--- src/rtl/cpu_pkg.sv ---
// cpu_pkg: shared opcode values, FSM state encoding and ALU operation
// selection for the accumulator core and its ALU.
package cpu_pkg;

    localparam int unsigned OPC_W = 4;

    localparam logic [OPC_W-1:0] OP_NOP = 4'h0;
    localparam logic [OPC_W-1:0] OP_LDI = 4'h1;
    localparam logic [OPC_W-1:0] OP_LD  = 4'h2;
    localparam logic [OPC_W-1:0] OP_ST  = 4'h3;
    localparam logic [OPC_W-1:0] OP_ADD = 4'h4;
    localparam logic [OPC_W-1:0] OP_SUB = 4'h5;
    localparam logic [OPC_W-1:0] OP_AND = 4'h6;
    localparam logic [OPC_W-1:0] OP_OR  = 4'h7;
    localparam logic [OPC_W-1:0] OP_XOR = 4'h8;
    localparam logic [OPC_W-1:0] OP_JMP = 4'h9;
    localparam logic [OPC_W-1:0] OP_JZ  = 4'hA;
    localparam logic [OPC_W-1:0] OP_JC  = 4'hB;
    localparam logic [OPC_W-1:0] OP_HLT = 4'hF;

    typedef enum logic [1:0] {
        ST_FETCH = 2'd0,
        ST_EXEC  = 2'd1,
        ST_MEM   = 2'd2,
        ST_HALT  = 2'd3
    } state_e;

    typedef enum logic [2:0] {
        ALU_PASS = 3'd0,
        ALU_ADD  = 3'd1,
        ALU_SUB  = 3'd2,
        ALU_AND  = 3'd3,
        ALU_OR   = 3'd4,
        ALU_XOR  = 3'd5
    } alu_op_e;

    // Map an opcode to the ALU operation; loads (LDI, LD) pass operand B through.
    function automatic alu_op_e alu_op_of(input logic [OPC_W-1:0] opc);
        alu_op_e op;
        case (opc)
            OP_ADD:  op = ALU_ADD;
            OP_SUB:  op = ALU_SUB;
            OP_AND:  op = ALU_AND;
            OP_OR:   op = ALU_OR;
            OP_XOR:  op = ALU_XOR;
            default: op = ALU_PASS;
        endcase
        return op;
    endfunction

endpackage

--- src/rtl/cpu_alu.sv ---
// cpu_alu: combinational accumulator ALU.
//   op_i       operation select
//   a_i, b_i   operands (a = accumulator, b = immediate or memory data)
//   result_c_o DATA_W-bit result
//   carry_c_o  carry-out for ADD, borrow (a < b) for SUB, don't-care otherwise
//   zero_c_o   result == 0
module cpu_alu
    import cpu_pkg::*;
#(
    parameter int unsigned DATA_W = 8
) (
    input  alu_op_e           op_i,
    input  logic [DATA_W-1:0] a_i,
    input  logic [DATA_W-1:0] b_i,
    output logic [DATA_W-1:0] result_c_o,
    output logic              carry_c_o,
    output logic              zero_c_o
);

    logic [DATA_W:0] ext_a_c;
    logic [DATA_W:0] ext_b_c;
    logic [DATA_W:0] wide_c;

    // One extra bit holds carry-out on add and the borrow on subtract.
    always_comb begin
        ext_a_c = {1'b0, a_i};
        ext_b_c = {1'b0, b_i};
        wide_c  = ext_b_c;
        case (op_i)
            ALU_ADD: wide_c = ext_a_c + ext_b_c;
            ALU_SUB: wide_c = ext_a_c - ext_b_c;
            ALU_AND: wide_c = {1'b0, a_i & b_i};
            ALU_OR:  wide_c = {1'b0, a_i | b_i};
            ALU_XOR: wide_c = {1'b0, a_i ^ b_i};
            default: wide_c = ext_b_c;
        endcase
        result_c_o = wide_c[DATA_W-1:0];
        carry_c_o  = wide_c[DATA_W];
        zero_c_o   = (wide_c[DATA_W-1:0] == '0);
    end

endmodule

--- src/rtl/cpu_core_param.sv ---
// cpu_core_param: multi-cycle accumulator core (FETCH / EXEC / MEM / HALT).
//   clk, reset_n          clock, asynchronous active-low reset
//   imem_req/addr/rdata/ready  instruction fetch handshake (addr = PC)
//   dmem_req/we/addr/wdata/rdata/ready  data access handshake
//   run                   resume from HALT
//   halted, acc, flags    status: in HALT, accumulator, {C, Z}
module cpu_core_param
    import cpu_pkg::*;
#(
    parameter int unsigned DATA_W = 8,
    parameter int unsigned ADDR_W = 8,
    parameter int unsigned PC_W   = 10
) (
    input  logic                    clk,
    input  logic                    reset_n,
    output logic                    imem_req,
    output logic [PC_W-1:0]         imem_addr,
    input  logic [OPC_W+ADDR_W-1:0] imem_rdata,
    input  logic                    imem_ready,
    output logic                    dmem_req,
    output logic                    dmem_we,
    output logic [ADDR_W-1:0]       dmem_addr,
    output logic [DATA_W-1:0]       dmem_wdata,
    input  logic [DATA_W-1:0]       dmem_rdata,
    input  logic                    dmem_ready,
    input  logic                    run,
    output logic                    halted,
    output logic [DATA_W-1:0]       acc,
    output logic [1:0]              flags
);

    localparam int unsigned INSTR_W = OPC_W + ADDR_W;

    state_e              state_q, state_d;
    logic [PC_W-1:0]     pc_q, pc_d;
    logic [INSTR_W-1:0]  ir_q, ir_d;
    logic [DATA_W-1:0]   acc_q, acc_d;
    logic                c_q, c_d;
    logic                z_q, z_d;
    logic                imem_req_q, imem_req_d;
    logic                dmem_req_q, dmem_req_d;
    logic                dmem_we_q, dmem_we_d;
    logic [ADDR_W-1:0]   dmem_addr_q, dmem_addr_d;
    logic [DATA_W-1:0]   dmem_wdata_q, dmem_wdata_d;
    logic                halted_q, halted_d;

    logic [OPC_W-1:0]    opc_c;
    logic [ADDR_W-1:0]   opnd_c;
    alu_op_e             alu_op_c;
    logic [DATA_W-1:0]   alu_b_c;
    logic [DATA_W-1:0]   alu_res_c;
    logic                alu_carry_c;
    logic                alu_zero_c;

    assign opc_c    = ir_q[INSTR_W-1 -: OPC_W];
    assign opnd_c   = ir_q[ADDR_W-1:0];
    assign alu_op_c = alu_op_of(opc_c);
    // Immediate operand in EXEC, memory read data in MEM.
    assign alu_b_c  = (state_q == ST_MEM) ? dmem_rdata : DATA_W'(opnd_c);

    cpu_alu #(
        .DATA_W (DATA_W)
    ) u_alu (
        .op_i       (alu_op_c),
        .a_i        (acc_q),
        .b_i        (alu_b_c),
        .result_c_o (alu_res_c),
        .carry_c_o  (alu_carry_c),
        .zero_c_o   (alu_zero_c)
    );

    // Next-state and next-output logic; request flags are registered so that
    // imem_req and dmem_req follow the state they belong to.
    always_comb begin
        state_d      = state_q;
        pc_d         = pc_q;
        ir_d         = ir_q;
        acc_d        = acc_q;
        c_d          = c_q;
        z_d          = z_q;
        imem_req_d   = imem_req_q;
        dmem_req_d   = dmem_req_q;
        dmem_we_d    = dmem_we_q;
        dmem_addr_d  = dmem_addr_q;
        dmem_wdata_d = dmem_wdata_q;
        halted_d     = halted_q;

        case (state_q)
            ST_FETCH: begin
                if (imem_req_q && imem_ready) begin
                    ir_d       = imem_rdata;
                    pc_d       = pc_q + PC_W'(1);
                    imem_req_d = 1'b0;
                    state_d    = ST_EXEC;
                end
            end

            ST_EXEC: begin
                // Single-cycle ops fall back to FETCH unless overridden below.
                state_d    = ST_FETCH;
                imem_req_d = 1'b1;
                case (opc_c)
                    OP_LDI: begin
                        acc_d = alu_res_c;
                        z_d   = alu_zero_c;
                    end
                    OP_JMP: pc_d = PC_W'(opnd_c);
                    OP_JZ:  if (z_q) pc_d = PC_W'(opnd_c);
                    OP_JC:  if (c_q) pc_d = PC_W'(opnd_c);
                    OP_LD, OP_ST, OP_ADD, OP_SUB, OP_AND, OP_OR, OP_XOR: begin
                        state_d      = ST_MEM;
                        imem_req_d   = 1'b0;
                        dmem_req_d   = 1'b1;
                        dmem_we_d    = (opc_c == OP_ST);
                        dmem_addr_d  = opnd_c;
                        dmem_wdata_d = acc_q;
                    end
                    OP_HLT: begin
                        state_d    = ST_HALT;
                        imem_req_d = 1'b0;
                        halted_d   = 1'b1;
                    end
                    default: ;
                endcase
            end

            ST_MEM: begin
                if (dmem_req_q && dmem_ready) begin
                    if (opc_c != OP_ST) begin
                        acc_d = alu_res_c;
                        z_d   = alu_zero_c;
                        if (opc_c == OP_ADD || opc_c == OP_SUB) c_d = alu_carry_c;
                    end
                    dmem_req_d = 1'b0;
                    dmem_we_d  = 1'b0;
                    imem_req_d = 1'b1;
                    state_d    = ST_FETCH;
                end
            end

            ST_HALT: begin
                if (run) begin
                    halted_d   = 1'b0;
                    imem_req_d = 1'b1;
                    state_d    = ST_FETCH;
                end
            end

            default: begin
                state_d    = ST_FETCH;
                imem_req_d = 1'b1;
            end
        endcase
    end

    // Reset lands in FETCH with the PC-0 request already raised.
    always_ff @(posedge clk or negedge reset_n) begin
        if (!reset_n) begin
            state_q      <= ST_FETCH;
            pc_q         <= '0;
            ir_q         <= '0;
            acc_q        <= '0;
            c_q          <= 1'b0;
            z_q          <= 1'b0;
            imem_req_q   <= 1'b1;
            dmem_req_q   <= 1'b0;
            dmem_we_q    <= 1'b0;
            dmem_addr_q  <= '0;
            dmem_wdata_q <= '0;
            halted_q     <= 1'b0;
        end else begin
            state_q      <= state_d;
            pc_q         <= pc_d;
            ir_q         <= ir_d;
            acc_q        <= acc_d;
            c_q          <= c_d;
            z_q          <= z_d;
            imem_req_q   <= imem_req_d;
            dmem_req_q   <= dmem_req_d;
            dmem_we_q    <= dmem_we_d;
            dmem_addr_q  <= dmem_addr_d;
            dmem_wdata_q <= dmem_wdata_d;
            halted_q     <= halted_d;
        end
    end

    assign imem_req   = imem_req_q;
    assign imem_addr  = pc_q;
    assign dmem_req   = dmem_req_q;
    assign dmem_we    = dmem_we_q;
    assign dmem_addr  = dmem_addr_q;
    assign dmem_wdata = dmem_wdata_q;
    assign halted     = halted_q;
    assign acc        = acc_q;
    assign flags      = {c_q, z_q};

endmodule

--- config.mk ---
export PLATFORM = sky130hd
export DESIGN_NAME = cpu_core_param
export DESIGN_NICKNAME = d
export VERILOG_FILES = /design/src/rtl/cpu_pkg.sv /design/src/rtl/cpu_alu.sv /design/src/rtl/cpu_core_param.sv
export SDC_FILE = /design/constraint.sdc
export NUM_CORES = 1
export LEC_CHECK = 0
export CAP_MARGIN = 30
export CORE_MARGIN = 3
export CORE_UTILIZATION = 40
export CTS_BUF_LIST = sky130_fd_sc_hd__clkbuf_4 sky130_fd_sc_hd__clkbuf_8
export CTS_CLUSTER_SIZE = 28
export DETAILED_ROUTE_END_ITERATION = 12
export PLACE_DENSITY = 0.67
export SLEW_MARGIN = 10
export SYNTH_ARGS = -nofsm -noshare
export SYNTH_HDL_FRONTEND = slang
export SYNTH_SLANG_ARGS = --single-unit
--- constraint.sdc ---
create_clock -name clk -period 5.7 [get_ports clk]
set_input_delay 1.14 -clock clk [delete_from_list [all_inputs] [get_ports clk]]
set_output_delay 1.14 -clock clk [all_outputs]
set_load 0.005 [all_outputs]
Yosys cells after proc, flatten, opt, wreduce, memory -nomap -nowiden
Index checks and enable logic that the tools add are counted.
{"block": "totals", "ramBits": 0, "mem_count": 0, "input_bits": 25, "romBits": 0, "ff_bits": 54, "latch_bits": 0, "wordCells": 101}
{"block": "classes", "order_cmp": 0, "add_sub_neg": 3, "eq_ne": 31, "div": 0, "n_mul": 0, "bitwise": 3, "n_reduce_logical": 18, "n_shift": 0, "muxes": 34}
{"cell": "one-hot mux 9 bit (5 select lines)", "n": 1}
{"cell": "2-to-1 mux 8 bit", "n": 4}
{"cell": "2-to-1 mux 10 bit", "n": 3}
{"cell": "one-hot mux 10 bit (3 select lines)", "n": 1}
{"cell": "equality test 4 bit, second input constant", "n": 5}
{"cell": "one-hot mux 10 bit (2 select lines)", "n": 1}
{"cell": "equality test 4 x 3 -> 1 bit, second input constant", "n": 4}
{"cell": "one-hot mux 8 bit (2 select lines)", "n": 1}
{"cell": "one-hot mux 3 bit (5 select lines)", "n": 1}
{"cell": "2-to-1 mux 1 bit", "n": 12}
{"cell": "adder 10 x 1 -> 10 bit, second input constant", "n": 1}
{"cell": "inequality test 2 x 1 -> 1 bit, second input constant", "n": 5}
{"cell": "adder 8 x 8 -> 9 bit", "n": 1}
{"cell": "AND reduction 3 bit", "n": 3}
{"cell": "subtractor 8 x 8 -> 9 bit", "n": 1}
{"cell": "bitwise AND 8 bit", "n": 1}
{"cell": "equality test 4 x 2 -> 1 bit, second input constant", "n": 2}
{"cell": "zero test 8 bit", "n": 1}
{"cell": "inequality test 4 x 2 -> 1 bit, second input constant", "n": 2}
{"cell": "OR 8 bit", "n": 1}
{"cell": "one-hot mux 1 bit (2 select lines)", "n": 4}
{"cell": "one-hot mux 2 bit (4 select lines)", "n": 1}
{"cell": "AND reduction 4 bit", "n": 2}
{"cell": "OR reduction 8 bit", "n": 1}
{"cell": "19 further kinds", "n": 30}

Depth between registers and ports, before layout
Gate-level depths: netlist of the first run.
{"block": "depth", "word_depth": 8, "ltp_mapped": 15, "mapped_depth_nobuf": 13}

Hierarchy
Synthesis of the first run repeated with hierarchy kept, for this count alone.
{"block": "hier_totals", "cells_unflattened": 358, "hier_area_um2": 3734.8}
{"module": "cpu_core_param", "n_inst": 1, "cells_each": 200, "area_per_inst_um2": 2581.2}
{"module": "cpu_alu", "n_inst": 1, "cells_each": 158, "area_per_inst_um2": 1153.6}

Worst setup path after synthesis of the first run
Ideal clock, no wire load.
{"block": "synth_path", "kind": "input to register", "startpoint": "input dmem_rdata[0]", "endpoint": "register z_q", "setup_ps": 67, "path_slack_ps": 2262, "path_stages": 10, "arrival_time_ps": 3371, "t_required_ps": 5633, "n_path_buf": 0, "cell_sequence": "mux2i_1 ha_1 a21oi_1 fa_1 a22oi_1 nor2_1 a2bb2oi_1 a2111oi_0 and3_1 a32o_1"}
{"block": "synth_via", "elab_chain_len": 7, "word_cells_on_any_way": 12, "classes_between": "2 x add/sub; 6 x mux; 3 x bitwise; 1 x reduce/logical"}
{"element": "from (decl)", "line_no": "cpu_core_param.sv:24", "text": "input logic [DATA_W-1:0] dmem_rdata,"}
{"element": "2-to-1 mux 8 bit (*)", "line_no": "cpu_core_param.sv:59", "text": "assign alu_b_c = (state_q == ST_MEM) ? dmem_rdata : DATA_W'(opnd_c);"}
{"element": "subtractor 8 x 8 -> 9 bit, or another cell as far along", "line_no": "cpu_alu.sv:31", "text": "ALU_SUB: wide_c = ext_a_c - ext_b_c;"}
{"element": "one-hot mux 9 bit (5 select lines) (*)", "line_no": "cpu_alu.sv:29", "text": "case (op_i)"}
{"element": "zero test 8 bit (*)", "line_no": "cpu_alu.sv:39", "text": "zero_c_o = (wide_c[DATA_W-1:0] == '0);"}
{"element": "2-to-1 mux 1 bit", "line_no": "cpu_core_param.sv:129", "text": "if (opc_c != OP_ST) begin"}
{"element": "2-to-1 mux 1 bit", "line_no": "cpu_core_param.sv:128", "text": "if (dmem_req_q && dmem_ready) begin"}
{"element": "one-hot mux 1 bit (2 select lines) (*)", "line_no": "cpu_core_param.sv:88", "text": "case (state_q)"}
{"element": "to (signal assigned)", "line_no": "cpu_core_param.sv:177", "text": "z_q <= z_d;"}
{"element": "to (decl)", "line_no": "cpu_core_param.sv:39", "text": "logic z_q, z_d;"}
Every way passes the cells marked *; elsewhere a longest branch is shown, timed or not. The select of a mux whose other input is x is not followed.
A chain may end at the register's enable or synchronous reset.

Final worst setup path of the first run
Same ends and word-level chain as after synthesis.

==> impl_metrics.json, run 1 <==
{
  "synth-edff-count": 0,
  "max_slew_margin_pct": 48.3,
  "p_leak_uw": 0.00192,
  "io_buffers": 64,
  "holdPathStages": 2,
  "period_needed_ps": 3940,
  "route.vias.total": 2893,
  "cp.arrival_ps": 4200,
  "rr_startpoint": "state_q[0]",
  "fillers": 790,
  "critPathRequiredTime_ps": 5960,
  "fin_nets": 481,
  "hold_slack_ps": 513,
  "antenna_found_initial": 0,
  "clk_pin_slew_ps": 110,
  "start_util_pct": 42.5,
  "max-cap-violations": 0,
  "yosysTopAreaCell": "dfrtp_1",
  "max_freq_ghz": 0.254,
  "p_total_uw": 751,
  "dp_hpwl_mm": 6.49,
  "tightest_slew_ps": 774,
  "grt_pass1_wl_mm": 14.6,
  "overflow": 0,
  "grt_max_degree": 55,
  "drive_gt1_share_pct": 14.2,
  "routed_wirelength_mm": 8.73,
  "hold_end": "halted",
  "grt_pass1_vias": 2779,
  "synth_area_leaders": "dfrtp_1, ha_1, mux2_2, a21oi_1, o21ai_0",
  "synth_area_per_cell_um2": 9.70,
  "ctsResizeCount": 0,
  "core_area_mm2": 0.00846,
  "setup_slack_ps": 1760,
  "synth-seq-area-share_pct": 37.6,
  "synth.distinct_cells": 57,
  "grt_util_all_layers_pct": 18.1,
  "place_congestion": 0.904,
  "hold_buffers": 0,
  "setup_tns_ps": 0,
  "hp-start": "halted",
  "setup_viol": 0,
  "r2r_cells": 11,
  "hold_viol_final": 0,
  "irDropWorstVdd_mv": 0.0916,
  "cts_tree": "done",
  "synth_fp_nets": 424,
  "synth_seq_cells": 54,
  "rows": 33,
  "final_cell_mix": "clkdlybuf4s50_1, dfrtp_1, a21oi_1, nand2_1, nor2_1",
  "cts_buffers": 5,
  "start_kind": "input pin",
  "via_per_inst": 5.42,
  "ant_nets": 0,
  "finClkSkew_ps": 4.82,
  "final_common_cell": "clkdlybuf4s50_1",
  "rrSetupSlack_ps": 2040,
  "synthCells": 371,
  "async_reset_ff_share_pct": 100,
  "dieArea_mm2": 0.0102,
  "period_share_pct": 69.1,
  "clock_path_buffers": 2,
  "drc": 0,
  "syn_to_final_growth_pct": 22.0,
  "worstHoldPathType": "reg -> reg",
  "p_per_area_mw_per_mm2": 171,
  "antenna_cells": 0,
  "drt_iter0_markers": 148,
  "die_height_um": 101,
  "status": "completed",
  "htreeDepth": 2,
  "clk_latency_ps": 320,
  "rsz0062_at_grt": "no",
  "r2r_end": "z_q",
  "clk_root_buffer_cell": "clkbuf_8",
  "firstDrtPassIters": 5,
  "dp_worst_setup_slack_ps": 1420,
  "yosysWarnings": 0,
  "critPathCaptureType": "register",
  "die_w_um": 101,
  "wire_per_inst_um": 16.3,
  "synthFlopType": "dfrtp_1",
  "synth_top_cell_area_share_pct": 36.8,
  "post-cts-setup-buffer-count": 0,
  "syn_area_mm2": 0.00360,
  "final_max_slew_viol_count": 0,
  "io_pins": 65,
  "clock-sinks": 54,
  "critical_path_peak_fanout": 6,
  "critical_path_class": "in -> reg"
}
-- per-layer routing --
metal / part of all wire (%) / GRT usage (%) / vias to the layer above / routed length, µm
met4: 1.5 / 4.77 / 0 / 132
met1: 48 / 26.5 / 1378 / 4190
li1: - / - / 1433 / -
met5: 0 / 0 / - / 0
met3: 4.6 / 2.98 / 8 / 399
met2: 46 / 27.5 / 74 / 4010
-- worst max-delay path: stages --
cell	delay (ps)
clkdlybuf4s50_1	400
mux2i_1	380
ha_1	320
a21oi_1	220
fa_1	460
a22oi_1	170
nor2_1	60
a2bb2oi_1	170
a2111oi_0	490
and3_1	230
a32o_1	160
-- flip-flops by register name (all words and copies together), names as in the netlist, 2 cells and up --
register / count
ir_q: 12
imem_addr: 10
acc: 8
dmem_addr: 8
dmem_wdata: 8
state_q: 2
-- worst max path at each step --
stage	slack [ps]	start	cells after the start	end
after global placement	1480	dmem_rdata[0]	11	z_q
final	1760	dmem_rdata[0]	11	z_q
after CTS	1760	dmem_rdata[0]	11	z_q
after detailed placement	1420	dmem_rdata[0]	11	z_q
after global routing	1420	dmem_rdata[0]	12	z_q
after floorplan	2260	dmem_rdata[0]	10	z_q
-- cell type report --
class                      count  area [µm²]  area share, %
multi-input combinational    277        2050           46.6
sequential                    54        1350           30.8
timing repair buffer          67         658           15.0
tap                          105         131           2.99
inverter                      23        86.3           1.97
clock buffer                   5        68.8           1.57
clock inverter                 3        47.5           1.08
-- kinds of logic after synthesis --
logic type               synth area share, %
multiplexers                            13.3
buffers and inverters                   5.56
AND/OR/NAND/NOR                         13.7
XOR/XNOR                                2.68
adder cells (fa/ha/maj)                 9.94
AO/OA/AOI/OAI                           17.2
flip-flops                              37.6
-- cells in the mapped netlist, types with 3 or more instances --
cell	number
a211oi_1	5
a21o_1	3
a21oi_1	34
a22oi_1	4
a31oi_1	3
buf_2	6
buf_4	5
clkbuf_1	3
dfrtp_1	53
ha_1	27
inv_1	22
mux2_2	29
mux2i_1	8
nand2_1	30
nand2b_1	8
nand3_1	8
nor2_1	30
o211ai_1	3
o21ai_0	28
o22ai_1	3
xnor2_1	10
-- stage by stage --
step	std cells	utilization [%]	instance area, µm²
6_report	534	51.9	4390
5_1_grt	534	51.9	4390
4_1_cts	534	51.9	4390
3_5_place_dp	526	50.5	4280
3_3_place_gp	526	50.5	4280
2_1_floorplan	371	-	3600
-- power by group --
part           switching [µW]  total [µW]  internal [µW]
clock network             142         276            133
logic                    45.1        88.1           43.1
registers                2.80         387            385
Power figures use the tool's default switching activity.
==> run 2, diff against run 1 <==
clock period = 3.95 ns   (was 5.7 ns; I/O delays follow)
==> run 2 against run 1 <==
Critical path depth unchanged; cell count up 1.1%; sequential power up 44%; global-route usage up 0.76 points; first-iteration DRC count up 43%; combinational power up 51%; largest power group unchanged.
==> impl_metrics.json, run 2 (synthesis gave the netlist of run 1 again) <==
{
  "clock_path_buffers": 2,
  "final_area_mm2": 0.00442,
  "largest_reg_flops": 12,
  "final_max_slew_viol_count": 0,
  "dp_hpwl_mm": 6.83,
  "dp_worst_setup_slack_ps": 83.1,
  "dp.cells": 532,
  "clk_root_buffer_cell": "clkbuf_8",
  "drt_iter0_markers": 211,
  "worstHoldPathType": "reg -> reg",
  "critPathRequiredTime_ps": 4210,
  "grt_util_all_layers_pct": 18.8,
  "fin_nets": 487,
  "critPathCaptureType": "register",
  "route.vias.total": 3027,
  "finClkSkew_ps": 6.54,
  "irDropWorstVdd_mv": 0.140,
  "clk_pin_slew_ps": 110,
  "max_freq_ghz": 0.281,
  "htreeDepth": 2,
  "fin_cells": 540,
  "syn_to_final_growth_pct": 22.9,
  "routed_wirelength_mm": 9.07,
  "die_height_um": 101,
  "rows": 33,
  "final_cell_mix": "clkdlybuf4s50_1, dfrtp_1, a21oi_1, nand2_1, nor2_1",
  "max-cap-violations": 0,
  "grt_pass1_vias": 2932,
  "max_slew_margin_pct": 47.0,
  "antenna_found_initial": 0,
  "period_needed_ps": 3550,
  "setup_viol": 0,
  "rsz0062_at_grt": "no",
  "p_leak_uw": 0.00194,
  "fillers": 787,
  "setup_tns_ps": 0,
  "rrSetupSlack_ps": 400,
  "period_share_pct": 89.9,
  "dieArea_mm2": 0.0102,
  "io_pins": 65,
  "via_per_inst": 5.61,
  "antenna_cells": 0,
  "place_congestion": 0.923,
  "cts_tree": "done",
  "firstDrtPassIters": 5,
  "p_per_area_mw_per_mm2": 235,
  "start_util_pct": 42.5,
  "cp.arrival_ps": 3810,
  "ant_nets": 0,
  "grt_max_degree": 33,
  "setup_slack_ps": 397,
  "hold_viol_final": 0,
  "tightest_slew_ps": 793,
  "dpl_cell_area_mm2": 0.00432,
  "hold_slack_ps": 515,
  "grt_pass1_wl_mm": 15.1,
  "clock-sinks": 54,
  "critical_path_peak_fanout": 9,
  "core_area_mm2": 0.00846,
  "drive_gt1_share_pct": 15.4,
  "wire_per_inst_um": 16.8,
  "io_buffers": 64,
  "status": "completed",
  "start_kind": "register",
  "largest_register": "ir_q",
  "critical_path_class": "reg -> reg",
  "cts_buffers": 5,
  "drc": 0,
  "die_w_um": 101,
  "final_common_cell": "clkdlybuf4s50_1",
  "clk_latency_ps": 310,
  "overflow": 0
}
[run 2: cell type report]
type                            instances  area [µm²]  share of cell area (%)
Clock buffer                            6        82.6                    1.87
Clock inverter                          2        16.3                   0.368
Sequential cell                        54        1350                    30.6
Multi-Input combinational cell        277        2050                    46.4
Tap cell                              105         131                    2.97
Timing Repair Buffer                   73         703                    15.9
Inverter                               23        86.3                    1.95
[run 2: where the power goes]
group | switching, µW | internal (µW)
Sequential | 4.19 | 555
Clock | 201 | 145
Combinational | 68.2 | 64.5
[run 2: metal layers]
layer  track usage (%)  share of wire [%]  vias to the layer above
li1                  -                  -                     1446
met1              26.5                 46                     1463
met2              30.2                 47                      105
met3              3.11                5.3                       13
met4              4.66                1.5                        0
met5                 0                  0                        -
[run 2: worst paths after layout]
check	start	to	cells past startpoint
min in group asynchronous	reset_n	dmem_addr[0]	1
max	state_q[0]	z_q	11
min	dmem_wdata[7]	dmem_wdata[7]	1
min reg2reg	dmem_wdata[7]	dmem_wdata[7]	1
max reg2reg	state_q[0]	z_q	11
max in group asynchronous	reset_n	ir_q[8]	2
[run 2: critical path: stages (launching register included)]
cell,delay [ps]
dfrtp_1,500
nand2b_4,330
mux2i_2,370
ha_1,290
a21oi_1,250
fa_1,460
a22oi_1,200
nor2_1,60
a2bb2oi_1,140
a2111oi_0,510
and3_1,230
a32o_1,160
[run 2: timing repair]
| action | in CTS | in global routing |
|---|---|---|
| setup endpoints to repair | 0 | 1 |
| resized for setup | 0 | 1 |
| hold buffers | 0 | 0 |
| endpoints found under the hold margin | 0 | 0 |
| setup buffers | 0 | 0 |
[run 2: through the flow]
step,total power (µW),utilization [%]
after floorplan,641,-
after global placement,700,51.0
after detailed placement,703,51.0
after CTS,1050,52.2
after global routing,1090,52.3
final,1040,52.3
